### src/rtl/dwave_pkg.sv
// Shared definitions for the d-waveform filter controller: FSM state
// encoding and default timing parameters.
package dwave_pkg;

   localparam int DEF_SYNC_STAGES   = 2;
   localparam int DEF_STABLE_CYCLES = 3;

   typedef enum logic {
      ST_IDLE  = 1'b0,
      ST_CHECK = 1'b1
   } state_e;

endpackage : dwave_pkg

### src/rtl/dwave_sync.sv
// Multi-flop synchronizer for the asynchronous d input. d_s is the last
// stage and is the only copy of d the rest of the design may look at.
module dwave_sync
   import dwave_pkg::*;
#(
   parameter int SYNC_STAGES = DEF_SYNC_STAGES
) (
   input  logic clk,
   input  logic rst_n,
   input  logic d,
   output logic d_s
);

   logic [SYNC_STAGES-1:0] sync_q;

   // Shift d through the chain on every edge, independent of enable.
   // NOTE: the chain is a handful of flops, so it is reset; a stale 1 here
   // after reset would look like a real edge to the qualifier.
   always_ff @(posedge clk or negedge rst_n) begin
      if (!rst_n) begin
         sync_q <= '0;
      end else begin
         sync_q <= {sync_q[SYNC_STAGES-2:0], d};
      end
   end

   assign d_s = sync_q[SYNC_STAGES-1];

endmodule : dwave_sync

### src/rtl/dwave_filter_ctrl.sv
// Sampling controller for the single-bit d->q capture path.
// d is synchronized, every level change must be seen on STABLE_CYCLES
// consecutive samples before q follows, and q changes are reported as
// one-cycle rise/fall pulses.
// Optional build macro: DWAVE_GLITCH_COUNT_EN adds the glitch_cnt output,
// a saturating count of candidate changes rejected during qualification.
module dwave_filter_ctrl
   import dwave_pkg::*;
#(
   parameter int SYNC_STAGES   = DEF_SYNC_STAGES,
   parameter int STABLE_CYCLES = DEF_STABLE_CYCLES,
   parameter int CNT_W         = 8
) (
   input  logic             clk,
   input  logic             rst_n,
   input  logic             en,
   input  logic             d,
   output logic             q,
   output logic             rise,
   output logic             fall,
   output logic             busy
`ifdef DWAVE_GLITCH_COUNT_EN
   ,
   output logic [CNT_W-1:0] glitch_cnt
`endif
);

   localparam int STB_W = $clog2(STABLE_CYCLES) + 1;
   localparam logic [STB_W-1:0] CNT_LAST = STB_W'(STABLE_CYCLES - 1);

   // Reject illegal configurations at elaboration time.
   if (SYNC_STAGES < 2) begin : g_bad_sync
      $error("dwave_filter_ctrl: SYNC_STAGES must be at least 2");
   end
   if (STABLE_CYCLES < 2 || STABLE_CYCLES > 255) begin : g_bad_stable
      $error("dwave_filter_ctrl: STABLE_CYCLES must be in 2..255");
   end
   if (CNT_W < 1) begin : g_bad_cnt_w
      $error("dwave_filter_ctrl: CNT_W must be at least 1");
   end

   logic             d_s;
   state_e           state_q, state_d;
   logic [STB_W-1:0] cnt_q, cnt_d;
   logic             level_q, level_d;
   logic             rise_q, rise_d;
   logic             fall_q, fall_d;

   dwave_sync #(
      .SYNC_STAGES (SYNC_STAGES)
   ) u_sync (
      .clk   (clk),
      .rst_n (rst_n),
      .d     (d),
      .d_s   (d_s)
   );

   // Qualification FSM: next state, stable counter, level and event pulses.
   // NOTE: every output of this block gets a default before the case, so no
   // path leaves a signal unassigned and no latch is inferred.
   always_comb begin
      state_d = state_q;
      cnt_d   = '0;
      level_d = level_q;
      rise_d  = 1'b0;
      fall_d  = 1'b0;
      if (!en) begin
         state_d = ST_IDLE;
      end else begin
         case (state_q)
            ST_IDLE: begin
               if (d_s != level_q) begin
                  state_d = ST_CHECK;
                  cnt_d   = STB_W'(1);
               end
            end
            ST_CHECK: begin
               if (d_s == level_q) begin
                  state_d = ST_IDLE;
               end else if (cnt_q == CNT_LAST) begin
                  state_d = ST_IDLE;
                  level_d = d_s;
                  rise_d  = d_s;
                  fall_d  = ~d_s;
               end else begin
                  cnt_d = cnt_q + 1'b1;
               end
            end
         endcase
      end
   end

   // State, counter and output registers.
   // NOTE: sequential state uses non-blocking assignments so every flop
   // samples the pre-edge values regardless of statement order.
   always_ff @(posedge clk or negedge rst_n) begin
      if (!rst_n) begin
         state_q <= ST_IDLE;
         cnt_q   <= '0;
         level_q <= 1'b0;
         rise_q  <= 1'b0;
         fall_q  <= 1'b0;
      end else begin
         state_q <= state_d;
         cnt_q   <= cnt_d;
         level_q <= level_d;
         rise_q  <= rise_d;
         fall_q  <= fall_d;
      end
   end

   assign q    = level_q;
   assign rise = rise_q;
   assign fall = fall_q;
   assign busy = (state_q == ST_CHECK);

`ifdef DWAVE_GLITCH_COUNT_EN
   logic             reject;
   logic [CNT_W-1:0] glitch_q, glitch_d;

   // A rejection is a CHECK that sees d_s fall back to q while enabled;
   // dropping en mid-check abandons the candidate without counting it.
   assign reject = en && (state_q == ST_CHECK) && (d_s == level_q);

   // Saturating increment of the rejection count.
   always_comb begin
      glitch_d = glitch_q;
      if (reject && (glitch_q != {CNT_W{1'b1}})) begin
         glitch_d = glitch_q + 1'b1;
      end
   end

   // Glitch counter register, cleared only by reset.
   always_ff @(posedge clk or negedge rst_n) begin
      if (!rst_n) begin
         glitch_q <= '0;
      end else begin
         glitch_q <= glitch_d;
      end
   end

   assign glitch_cnt = glitch_q;
`endif

endmodule : dwave_filter_ctrl

### config.mk
export PLATFORM = sky130hd
export DESIGN_NAME = dwave_filter_ctrl
export DESIGN_NICKNAME = d
export VERILOG_FILES = /design/src/rtl/dwave_pkg.sv /design/src/rtl/dwave_sync.sv /design/src/rtl/dwave_filter_ctrl.sv
export SDC_FILE = /design/constraint.sdc
export NUM_CORES = 1
export LEC_CHECK = 0
export BUFFER_PORTS_ARGS = -buffer_cell sky130_fd_sc_hd__buf_2
export CORE_AREA = 2 2 39 41
export CTS_CLUSTER_DIAMETER = 100
export DETAILED_ROUTE_END_ITERATION = 8
export DIE_AREA = 0 0 41 43
export SLEW_MARGIN = 20
export SYNTH_ARGS = -nofsm -noshare
export SYNTH_HDL_FRONTEND = slang
export SYNTH_SLANG_ARGS = --single-unit
### constraint.sdc
create_clock -name clk -period 3.3 [get_ports clk]
set_clock_uncertainty 0.2 [all_clocks]
set_input_delay 0.33 -clock clk [delete_from_list [all_inputs] [get_ports clk]]
set_output_delay 0.33 -clock clk [all_outputs]
set_load 0.01 [all_outputs]
# After elaboration in Yosys (flattened, before gate mapping)
# Cells that the tools add are included.
totals:
  out_inout_bits: 4
  regBits: 9
  inputBits: 4
  word_cells: 32
op_classes:
  add_sub_neg: 1
  mux: 18
  n_reduce_logical: 1
  eq_ne: 3
  bitwise: 3
ops:
  columns: ["operator", "n"]
  rows:
  - ["1-bit 2-to-1 mux", 13]
  - ["3-bit 2-to-1 mux", 3]
  - ["3-bit case mux with 2 select lines", 1]
  - ["4-bit AND reduction", 1]
  - ["3-bit by 1-bit adder with 3-bit output, second input constant", 1]
  - ["3-bit by 2-bit == test with 1-bit output, second input constant", 1]
  - ["1-bit inverter", 3]
  - ["1-bit case mux with 2 select lines", 1]
  - ["1-bit == test", 1]
  - ["1-bit inequality test", 1]

# Longest topological paths before layout
depth:
  word_depth: 5
  ltp_mapped: 3
  depth_no_buf: 3

# Hierarchy
# From an unflattened synthesis, not the netlist that was laid out.
hier_totals:
  cells_unflattened: 27
  hier_area_um2: 349.1
by_module_without_submodules:
  columns: ["mod", "cells_per_inst", "area_each_um2", "instances"]
  rows:
  - ["dwave_filter_ctrl", 25, 299.0, 1]
  - ["dwave_sync", 2, 50.0, 1]

# Worst setup path before layout
# No wires, ideal clock.
synth_path:
  path_kind: "register -> register"
  from: "reg cnt_q[0]"
  to: "reg level_q (netlist: q)"
  arrival_ns: 1.023
  slack_ns: 1.952
  n_path_buf: 0
  path_stages_with_launch: 4
  setup_ns: 0.125
  period_less_slack_ns: 1.348
  path_cell_list: "dfrtp_1 > and4bb_1 > nand2_2 > mux2_4"
synth_between:
  elab_chain_len: 2
synth_lines:
  columns: ["element", "line_no", "source"]
  rows:
  - ["from (decl)", "dwave_filter_ctrl.sv:44", "logic [STB_W-1:0] cnt_q, cnt_d;"]
  - ["from (signal assigned)", "dwave_filter_ctrl.sv:105", "cnt_q <= cnt_d;"]
  - ["3-bit by 2-bit == test with 1-bit output", "dwave_filter_ctrl.sv:80", "end else if (cnt_q == CNT_LAST) begin"]
  - ["4-bit AND reduction (no source line)", null, null]
  - ["to (signal assigned)", "dwave_filter_ctrl.sv:106", "level_q <= level_d;"]
  - ["to (decl)", "dwave_filter_ctrl.sv:45", "logic level_q, level_d;"]
# No other way between the ends.
# A chain may end at the register's enable or synchronous reset.

# Worst setup path after layout
# Same ends and word-level chain as after synthesis.

==> reports/results.ini <==
[global_route]
grt_overflow_total=0
grt_usage_pct=8.54
grt_pass1_vias=235
grt_pass1_wl_um=959
grt_antenna_before_repair=0
grt_max_degree=10

[final_layout]
syn_to_final_growth_pct=29.2
final_common_cell=dfrtp_1
stdcell_area_um2=448
drive_above_1_share_pct=30.0
postLayoutCoreUtil_pct=32.4
final_cell_mix=dfrtp_1, buf_2, clkbuf_4
nets=45
n_antenna_cell=0

[placement]
hpwlAfterDp_um=385
gpl.final_weighted_congestion=0.637
detailed_place.area_um2=402
portBuffers=7

[timing]
rsz0062_at_grt=false
period_needed_ns=1.42
worst_pin_slew_ns=0.191
slew_violations=0
hold_viol_final=0
hold_slack_ns=0.152
max_slew_margin_pct=87.3
setup_tns_ns=0
max_freq_mhz=703
final-setup-viol-count=0
period_share_pct=43.1

[synth]
yosysSeqAreaShare_pct=65.0
netlist_instances=27
postSynthAreaPerCell_um2=12.8
ys_types=15
synthesis.nets=31
synth_area_um2=347
ys_ff_latch=9
yosys_warnings=0

[floorplan]
ios=8
dieHeight_um=43
die_area_um2=1760
start_util_pct=25.0
core_um2=1380
rows=14
die_w_um=41

[clocking]
cts_setup_buffers=0
cts_tree=yes
cts.sinks=9
clock_latency_ns=0.25
clk_pin_slew_worst_paths_ns=0.06
cts-htree-levels=1
clockRootBuffer=clkbuf_4
clock_path_buffers=2
cts_buffers=3

[drt]
drt_iter0_drc=4
vias=235
drc=0
wl_per_cell_um=10.1
first_pass_iters=4
ant_nets=0
totalWireLength_um=565
routed_via_density=4.20

[worst_setup_path]
required_ns=3.23
crit_slowest_cell=dfrtp_1
critPathKind=register to register
worstPathCellList=and4bb_1, nand2_2, mux2_4
crit_path_max_incr_delay_ns=0.41
cp_max_fo=5
critPathArrivalTime_ns=1.36
end_kind=register
reg2reg_slack_ns=1.88
crit_path_start_kind=register

[job]
drv_cap=0

[power]
powerDensity_nw_per_um2=468
ir_drop_uv=196
p_leak_nw=0.224

[min_path]
hold_class=register to register

[outcome]
status=completed

[layer usage]
| layer | global-route usage (%) | share of wire (%) |
|---|---|---|
| met2 | 9.69 | 43 |
| met3 | 3.14 | 8.1 |
| met4 | 6.00 | 0 |
| met5 | 0 | 0 |
| met1 | 12.7 | 48 |
[critical path, delay by kind of cell, from the launching register on]
family / cells / cell delay (ns)
AND/OR/NAND/NOR: 2 / 0.39
multiplexers: 1 / 0.30
flip-flops: 1 / 0.41
[flip-flops by register name, summed over array words and instances, names as in the netlist]
signal         flops
fall               1
cnt_q              3
q                  1
rise               1
u_sync.sync_q      2
busy               1
[through the flow]
step	setup WS, ns	power, W	cells
after floorplan	1.95	0.000123	27
after global placement	1.90	0.000129	50
after detailed placement	1.91	0.000129	50
after CTS	1.88	0.000214	56
after global routing	1.81	0.000224	56
final	1.88	0.000210	56
[synthesized netlist by cell type]
cell	number	area share, %
nor2_1	2	2.2
a21o_1	1	2.2
nand2_1	2	2.2
xnor2_1	1	2.5
inv_1	1	1.1
nand3_1	1	1.4
nand2_2	1	1.8
nand2b_1	1	1.8
nand3b_1	1	2.2
a21oi_1	2	2.9
nor3b_1	2	4.3
xor2_1	1	2.5
mux2_4	1	4.3
and4bb_1	1	3.6
dfrtp_1	9	65
[report_power, final]
group / internal (W) / switching (W) / total (W)
clock network: 0.0000463 / 0.0000346 / 0.0000809
registers: 0.000113 / 0.00000293 / 0.000116
logic: 0.00000644 / 0.00000578 / 0.0000122
total: 0.000166 / 0.0000433 / 0.000210
[kinds of logic (layout without fill, tap and decap cells)]
group	Yosys count	in the layout	share of synthesized area, %
AND/OR/NAND/NOR	11	11	19.5
flip-flops	9	9	65.0
AO/OA/AOI/OAI	3	3	5.06
XOR/XNOR	2	2	5.06
multiplexers	1	1	4.33
buffers and inverters	1	14	1.08
[final timing paths]
path	startpoint	end	depth (start not counted)
hold reg to reg	u_sync.sync_q[0]$_DFF_PN0_	u_sync.sync_q[1]$_DFF_PN0_	0
max in group asynchronous	rst_n	busy$_DFF_PN0_	2
hold / removal	u_sync.sync_q[0]$_DFF_PN0_	u_sync.sync_q[1]$_DFF_PN0_	0
setup / recovery	cnt_q[0]$_DFF_PN0_	q$_DFFE_PN0P_	3
setup reg to reg	cnt_q[0]$_DFF_PN0_	q$_DFFE_PN0P_	3
min in group asynchronous	rst_n	u_sync.sync_q[0]$_DFF_PN0_	2
[area by class of cell]
| type | instances | area (µm²) |
|---|---|---|
| clock buffer | 4 | 26.3 |
| fill | 144 | 936 |
| inverter | 1 | 3.75 |
| multi-input combinational | 17 | 118 |
| sequential | 9 | 225 |
| tap | 16 | 20.0 |
| timing repair buffer | 9 | 55.1 |
[timing repair]
item / 4_1_cts / 5_1_grt
hold buffers: 2 / 0
endpoints found under the hold margin: 10 / 0
endpoints found under the setup margin: 0 / 0
resized for setup: 0 / 0
(Power assumes the default switching activity.)
